===== src/rtl/pri_enc_queue_pkg.sv =====
// Shared constants and helpers for the pending-event priority encoder.
// Sizes, one-hot to binary conversion and population count.
package pri_enc_queue_pkg;

  localparam int N     = 4;
  localparam int W     = 2;
  localparam int CNT_W = 8;
  localparam int PW    = W + 1;

  function automatic logic [W-1:0] onehot2bin(
    input logic [N-1:0] oh
  );
    logic [W-1:0] b;
    b = '0;
    for (int i = 0; i < N; i++) begin
      if (oh[i]) b = b | W'(i);
    end
    return b;
  endfunction

  function automatic logic [PW-1:0] popcount(
    input logic [N-1:0] v
  );
    logic [PW-1:0] c;
    c = '0;
    for (int i = 0; i < N; i++) begin
      c = c + PW'(v[i]);
    end
    return c;
  endfunction

endpackage


===== src/rtl/pri_enc_queue_sel.sv =====
// Combinational selector: highest set bit, or first set bit
// scanning upward from ptr+1 with wrap when rr is high.
module pri_sel
  import pri_enc_queue_pkg::*;
(
  input  logic [N-1:0] vec,
  input  logic [W-1:0] ptr,
  input  logic         rr,
  output logic         any,
  output logic [W-1:0] idx
);

  logic [N-1:0] grant;
  logic         found;
  logic [W-1:0] j;

  always_comb begin
    grant = '0;
    found = 1'b0;
    j     = '0;
    if (rr) begin
      // N is a power of two, so W-bit addition wraps naturally
      for (int k = 1; k <= N; k++) begin
        j = ptr + W'(k);
        if (!found && vec[j]) begin
          grant[j] = 1'b1;
          found    = 1'b1;
        end
      end
    end else begin
      for (int i = N - 1; i >= 0; i--) begin
        if (!found && vec[i]) begin
          grant[i] = 1'b1;
          found    = 1'b1;
        end
      end
    end
  end

  assign any = |vec;
  assign idx = onehot2bin(grant);

endmodule


===== src/rtl/pri_enc_queue.sv =====
// Captures request pulses into a pending set and issues one binary
// index per transfer on a valid/ready slot; counts merged events.
module pri_enc_queue
  import pri_enc_queue_pkg::*;
#(
  parameter int RR = 0
) (
  input  logic             clk,
  input  logic             rst,
  input  logic [N-1:0]     req,
  output logic             out_valid,
  input  logic             out_ready,
  output logic [W-1:0]     out_code,
  output logic [N-1:0]     pend,
  output logic [CNT_W-1:0] lost_cnt
);

  localparam int CW1 = CNT_W + 1;

  logic [N-1:0]     pend_q, pend_d;
  logic             out_valid_q, out_valid_d;
  logic [W-1:0]     out_code_q, out_code_d;
  logic [W-1:0]     rr_ptr_q, rr_ptr_d;
  logic [CNT_W-1:0] lost_cnt_q, lost_cnt_d;

  logic             sel_any;
  logic [W-1:0]     sel_idx;
  logic             slot_free;
  logic             do_issue;
  logic [N-1:0]     issue;
  logic [N-1:0]     lost;
  logic [CNT_W:0]   lost_sum;

  pri_sel u_sel (
    .vec (pend_q),
    .ptr (rr_ptr_q),
    .rr  (RR != 0),
    .any (sel_any),
    .idx (sel_idx)
  );

  always_comb begin
    slot_free   = ~out_valid_q | out_ready;
    do_issue    = slot_free & sel_any;
    issue       = do_issue ? (N'(1) << sel_idx) : '0;
    // set wins over clear: a re-request of the issued index re-queues
    pend_d      = (pend_q & ~issue) | req;
    lost        = req & pend_q & ~issue;
    lost_sum    = {1'b0, lost_cnt_q} + CW1'(popcount(lost));
    lost_cnt_d  = lost_sum[CNT_W] ? '1 : lost_sum[CNT_W-1:0];
    out_valid_d = slot_free ? sel_any : out_valid_q;
    out_code_d  = do_issue ? sel_idx : out_code_q;
    rr_ptr_d    = do_issue ? sel_idx : rr_ptr_q;
  end

  always_ff @(posedge clk) begin
    if (rst) begin
      pend_q      <= '0;
      out_valid_q <= 1'b0;
      out_code_q  <= '0;
      rr_ptr_q    <= W'(N - 1);
      lost_cnt_q  <= '0;
    end else begin
      pend_q      <= pend_d;
      out_valid_q <= out_valid_d;
      out_code_q  <= out_code_d;
      rr_ptr_q    <= rr_ptr_d;
      lost_cnt_q  <= lost_cnt_d;
    end
  end

  assign out_valid = out_valid_q;
  assign out_code  = out_code_q;
  assign pend      = pend_q;
  assign lost_cnt  = lost_cnt_q;

endmodule

===== config.mk =====
export PLATFORM = sky130hd
export DESIGN_NAME = pri_enc_queue
export DESIGN_NICKNAME = d
export VERILOG_FILES = /design/src/rtl/pri_enc_queue_pkg.sv /design/src/rtl/pri_enc_queue_sel.sv /design/src/rtl/pri_enc_queue.sv
export SDC_FILE = /design/constraint.sdc
export NUM_CORES = 1
export LEC_CHECK = 0
export ABC_AREA = 1
export CORE_MARGIN = 5
export CORE_UTILIZATION = 48
export DETAILED_ROUTE_END_ITERATION = 8
export PLACE_DENSITY = 0.83
export SYNTH_ARGS = -nofsm -noshare
export SYNTH_HDL_FRONTEND = slang
export SYNTH_SLANG_ARGS = --single-unit

===== constraint.sdc =====
create_clock -name clk -period 7.95 [get_ports clk]
set_clock_uncertainty 0.1 [all_clocks]
set_input_delay 1.59 -clock clk [delete_from_list [all_inputs] [get_ports clk]]
set_output_delay 1.59 -clock clk [all_outputs]
set_load 0.005 [all_outputs]

==> flow_summary_export.csv, run 1 <==
group,metric,value,unit
finish,drive_gt1_frac,0.0813,
yosys,synth_area,742,µm²
pwr,seqPwrFrac,0.540,
yosys,synth_top_area_share,0.405,
timing,finalSetupViolCount,0,
cts,cts_setup_buffers,0,
route,drtIter0Drc,8,
placement,portBuffers,21,
status,status,"finished, final reports clean",
timing,tns,0,ps
placement,dp_slack,3210,ps
global_routing,grt_max_degree,12,
global_routing,grtUsageTotal,0.142,
global_routing,gr-total-overflow,0,
route,routed_via_density,5.02,
placement,dpl.hpwl,1230,µm
route,post_drt_wl_per_cell,11.2,µm
yosys,syn_nets,110,
setup_path,worstPathMaxFanout,6,
finish,nets,135,
yosys,synthMuxAreaShare,0,
finish,fillers,130,
floorplan,ios,22,
yosys,yosys.area_share.xor_xnor,0.0118,
cts,cts_inserted_buffers,3,
yosys,yosysWarnings,0,
timing,slew_headroom,0.723,
yosys,ys_ff_latch,15,
pwr,p_comb_frac,0.195,
floorplan,placementRows,14,
yosys,syn_area_per_cell,7.49,µm²
global_routing,antenna_found_initial,0,
cts,cts_buffer_depth,2,
yosys,synth_most_common_cell,"nand2_1",
timing,min_period_over_period,0.557,
route,drt-pass1-iter-count,4,
yosys,synth_compound_area_frac,0.133,
yosys,synth_adder_area_share,0.0978,
cts,clk_pin_slew_worst_paths,80,ps
timing,hold_viol_final,0,
pwr,powerDensity,156,mW/mm²
pwr,switching_share,0.251,
yosys,synth_top_family_by_area,"simple AND/OR/NAND/NOR gates",
finish,syn2layout_area_growth,34.1,%
finish,antenna_cells,0,
timing,fin_ws,3520,ps
finish,design_area,995,µm²
placement,gp_congestion,0.829,
cts,cts_max_level,1,
pwr,p_leak,0.000450,µW
cts,cts-resized-gates,0,
setup_path,reg2reg_slack,4900,ps
cts,worstSkewPairLatency,270,ps
floorplan,die_w,49.3,µm
floorplan,fp.dieH,49.3,µm
timing,grt_setup_unrepaired,"no",
setup_path,crit_type,"in2reg",
cts,ctsRootBufferMaster,"clkbuf_4",
yosys,syn_inst,99,
worst_hold_path,hold_class,"reg2reg",
yosys,synth-simple-area-share,0.261,
timing,period_needed,4430,ps
setup_path,slowest_stage,"fa_1",
yosys,synth_top_area_cell,"dfxtp_1",
finish,multi_input_area,374,µm²
setup_path,worstPathCellList,"clkdlybuf4s50_1, nor2_1, inv_2, nand2_1, o21ai_1, or2_1, fa_1, fa_1, inv_1, fa_1, nand3_1, inv_1, nand2_1, nand2_1, o21ai_0, inv_1",
setup_path,worstPathArrival,4500,ps
timing,slew_violations,0,
timing,timing.fmax,226,MHz
placement,placed_cell_area,968,µm²
yosys,yosys-top-cells-count,"17 x nand2_1, 16 x inv_1, 15 x dfxtp_1, 11 x nor2_1, 10 x a21oi_1",
cts,cts_tree,"done",
yosys,ys_seq_area_frac,0.405,
pwr,internal_power,116,µW
floorplan,die_area,0.00243,mm²
route,ant_nets,0,
floorplan,core-area,0.00149,mm²
yosys,synth_ff_type,"dfxtp_1",
setup_path,critPathMaxStageDelay,540,ps
floorplan,start_util,0.498,
timing,worstMarginPinSlew,415,ps
cts,hold_buffers,0,
setup_path,start_kind,"input pin",
finish,seqCellArea,300,µm²
pwr,ir_drop,82.1,µV
global_routing,grt_first_pass_wirelength,2830,µm
cts,clock-sinks,15,
flow_run,drv_cap,0,
pwr,netSwitchingPower,38.9,µW
yosys,synth_edf_count,0,
setup_path,cp.required,8020,ps
yosys,yosysUniqueCellTypes,20,
yosys,synthArstFlopShare,0,
yosys,synthTopCellsByArea,"dfxtp_1 40%, nand2_1 8.6%, fa_1 8.1%, inv_1 8.1%, a21oi_1 6.7%",
route,routed_wl,1560,µm
pwr,clkPwrFrac,0.265,
route,drc,0,
global_routing,grt_pass1_vias,667,
route,via_count,698,
setup_path,cp-end-kind,"flop",
-- worst max-delay path, delay by kind of cell --
family / cells / cell delay [ps]
buf+inv: 5 / 680
fa+ha+maj: 3 / 1100
simple gates: 6 / 910
compound gates: 2 / 220
-- path summary, 6_finish.rpt --
check                                start                  endpoint  cells after the start
setup / recovery                 out_ready    lost_cnt[3]$_SDFF_PP0_                     16
hold / removal    out_code[1]$_SDFFE_PP0P_  out_code[1]$_SDFFE_PP0P_                      2
setup reg to reg    out_valid$_SDFFE_PP0P_    lost_cnt[3]$_SDFF_PP0_                     16
hold reg to reg   out_code[1]$_SDFFE_PP0P_  out_code[1]$_SDFFE_PP0P_                      2
-- cell usage in the layout (no fill, tap or decap), types with 2 or more instances in the layout --
cell type	n
nand3_1	8
a21oi_1	10
inv_1	16
or2_1	2
clkdlybuf4s50_1	21
dfxtp_1	15
nor2_1	11
nor2_2	2
o21ai_0	5
nand2_1	17
clkbuf_4	3
fa_1	3
-- per-layer routing --
metal	vias up	part of all wire	track usage
met3	2	0.075	0.0306
li1	355	-	-
met4	0	0.0051	0.0269
met2	26	0.45	0.225
met5	-	0	0
met1	315	0.47	0.197
-- power by group through the flow --
stage,registers [µW],clock network [µW],logic (µW)
finish,83.7,41.1,30.2
detailed placement,85.4,0,30.4
CTS,83.6,43.3,30.8
global placement,85.2,0,30.1
floorplan,85.5,0,15.0
global route,84.4,46.3,34.9
-- cell type report --
class,count,area share
Multi-Input combinational cell,66,0.376
Inverter,17,0.0642
Clock buffer,4,0.0264
Tap cell,16,0.0201
Timing Repair Buffer,21,0.211
Sequential cell,15,0.302
-- registers in the layout (all words and copies together) (netlist names) --
signal     cells
out_code       2
out_valid      1
pend           4
lost_cnt       8
-- metrics by stage --
stage | hold slack (ps) | util | std cells | total power (µW)
after floorplan | 355 | - | 99 | 100
after global placement | 353 | 0.650 | 135 | 115
after detailed placement | 360 | 0.650 | 135 | 116
after CTS | 372 | 0.668 | 139 | 158
after global routing | 415 | 0.668 | 139 | 166
final | 369 | 0.668 | 139 | 155
-- cell families (layout without fill, tap and decap cells) --
family / count (synthesis) / after routing
simple gates: 43 / 43
xor+xnor: 1 / 1
buf+inv: 18 / 42
compound gates: 18 / 18
fa+ha+maj: 4 / 4
flops: 15 / 15
No activity file was read; power rests on OpenSTA's default activity.
==> inputs of run 2 (changes only) <==
Settings changed: CORE_UTILIZATION 48 to 40, PLACE_DENSITY 0.83 to 0.74.
Clock period 7.95 ns to 3.99 ns, I/O delays scaled along.
==> run 2 against run 1 <==
Sequential power up 100%. Combinational power is 100% higher. Total power rose by 100%. Non-clock buffer count unchanged. Final area grew 1.3%. Global-route usage shrank 0.95 points. Setup slack got worse by 3100 ps. Clock power rose by 110%.
==> flow_summary_export.csv, run 2 (synthesis results as in run 1) <==
group,metric,value,unit
route,ant_nets,0,
setup_path,critPathMaxStageDelay,540,ps
cts,clock-sinks,15,
route,post_drt_wl_per_cell,10.8,µm
timing,finalSetupViolCount,0,
finish,antenna_cells,0,
timing,hold_viol_final,0,
global_routing,grtUsageTotal,0.133,
placement,dpl.hpwl,1270,µm
setup_path,cp-end-kind,"flop",
finish,fillers,176,
finish,final_cell_mix,"21 x clkdlybuf4s50_1, 17 x nand2_1, 16 x inv_1",
route,drtIter0Drc,20,
cts,cts_setup_buffers,0,
setup_path,cp_num_buf_inv,5,
floorplan,core-area,0.00175,mm²
cts,cts_buffer_depth,2,
route,routed_wl,1600,µm
timing,worstMarginPinSlew,446,ps
placement,portBuffers,21,
route,drc,0,
pwr,p_leak,0.000452,µW
timing,holdWs,363,ps
global_routing,grt_pass1_vias,663,
finish,drive_gt1_frac,0.0894,
cts,cts_tree,"done",
worst_hold_path,hold_class,"reg2reg",
status,status,"finished, final reports clean",
setup_path,worstPathCellList,"clkdlybuf4s50_1, nor2_1, inv_2, nand2_1, o21ai_1, or2_1, fa_1, fa_1, inv_1, fa_1, nand3_1, inv_1, nand2_1, nand2_1, o21ai_0, inv_1",
cts,cts_inserted_buffers,3,
pwr,powerDensity,313,mW/mm²
timing,timing.fmax,278,MHz
cts,clk_pin_slew_worst_paths,90,ps
route,drt-pass1-iter-count,4,
global_routing,grt_max_degree,12,
floorplan,placementRows,15,
cts,cts_max_level,1,
cts,hold_buffers,0,
finish,largest_reg_flops,8,
global_routing,gr-total-overflow,0,
setup_path,reg2reg_slack,920,ps
timing,tns,0,ps
setup_path,slowest_stage,"fa_1",
timing,min_period_over_period,0.903,
pwr,ir_drop,226,µV
global_routing,grt_first_pass_wirelength,2680,µm
setup_path,cp.required,4080,ps
global_routing,antenna_found_initial,0,
finish,syn2layout_area_growth,35.8,%
timing,period_needed,3600,ps
route,via_count,704,
floorplan,die_w,53.1,µm
setup_path,crit_type,"in2reg",
floorplan,start_util,0.425,
setup_path,worstPathArrival,3690,ps
timing,slew_headroom,0.702,
floorplan,die_area,0.00282,mm²
finish,nets,135,
timing,slew_violations,0,
cts,ctsRootBufferMaster,"clkbuf_4",
timing,grt_setup_unrepaired,"no",
finish,final_common_cell,"clkdlybuf4s50_1",
setup_path,worstPathMaxFanout,6,
route,routed_via_density,4.76,
placement,gp_congestion,0.887,
setup_path,start_kind,"input pin",
cts,cts-resized-gates,0,
flow_run,drv_cap,0,
floorplan,fp.dieH,53.1,µm
cts,worstSkewPairLatency,290,ps
setup_path,cp_top_family,"adder cells",
floorplan,ios,22,
[run 2: cell count changes in the layout (fill, tap and decap cells not counted)]
cell,previous run,this run
clkinv_2,0,1
clkbuf_1,1,0
[run 2: path summary, 6_finish.rpt]
| check | start | depth (start not counted) | end |
|---|---|---|---|
| worst max-delay path | out_ready | 16 | lost_cnt[3]$_SDFF_PP0_ |
| worst min-delay path | out_code[1]$_SDFFE_PP0P_ | 2 | out_code[1]$_SDFFE_PP0P_ |
| worst max register to register | out_valid$_SDFFE_PP0P_ | 16 | lost_cnt[3]$_SDFF_PP0_ |
| worst min register to register | out_code[1]$_SDFFE_PP0P_ | 2 | out_code[1]$_SDFFE_PP0P_ |
[run 2: where the power goes]
part | leakage (µW) | internal (µW) | total, µW | switching, µW
logic | 0.000311 | 33.8 | 60.6 | 26.7
clock network | 0.0000177 | 37.3 | 87.8 | 50.6
registers | 0.000123 | 159 | 167 | 7.80
total | 0.000452 | 230 | 315 | 85.1
[run 2: layout make-up]
type                            count  area [µm²]  share of cell area
Inverter                           17        63.8              0.0634
Clock buffer                        3        22.5              0.0224
Multi-Input combinational cell     66         374               0.371
Clock inverter                      1        5.00             0.00497
Sequential cell                    15         300               0.298
Timing Repair Buffer               21         210               0.209
Tap cell                           25        31.3              0.0311
[run 2: metal layers]
metal	track usage	up-vias	share of wire
met3	0.0535	0	0.077
met4	0.0511	0	0
met5	0	-	0
met1	0.145	322	0.44
met2	0.227	23	0.48
li1	-	359	-
[run 2: through the flow]
stage | cells | worst slack [ps] | util | total power [µW] | instance area, µm²
finish | 148 | 389 | 0.577 | 315 | 1010
global route | 148 | 149 | 0.577 | 336 | 1010
detailed placement | 144 | 49.3 | 0.561 | 231 | 980
CTS | 148 | 391 | 0.577 | 323 | 1010
global placement | 144 | 127 | 0.561 | 230 | 980
floorplan | 99 | 709 | - | 200 | 742
[run 2: worst register-to-register path, stage by stage, from the launching register on]
cell	delay, ps
dfxtp_1	360
inv_1	40
nor2_1	180
inv_2	90
nand2_1	100
o21ai_1	80
or2_1	240
fa_1	540
fa_1	180
inv_1	60
fa_1	400
nand3_1	120
inv_1	70
nand2_1	180
nand2_1	70
o21ai_0	130
inv_1	50
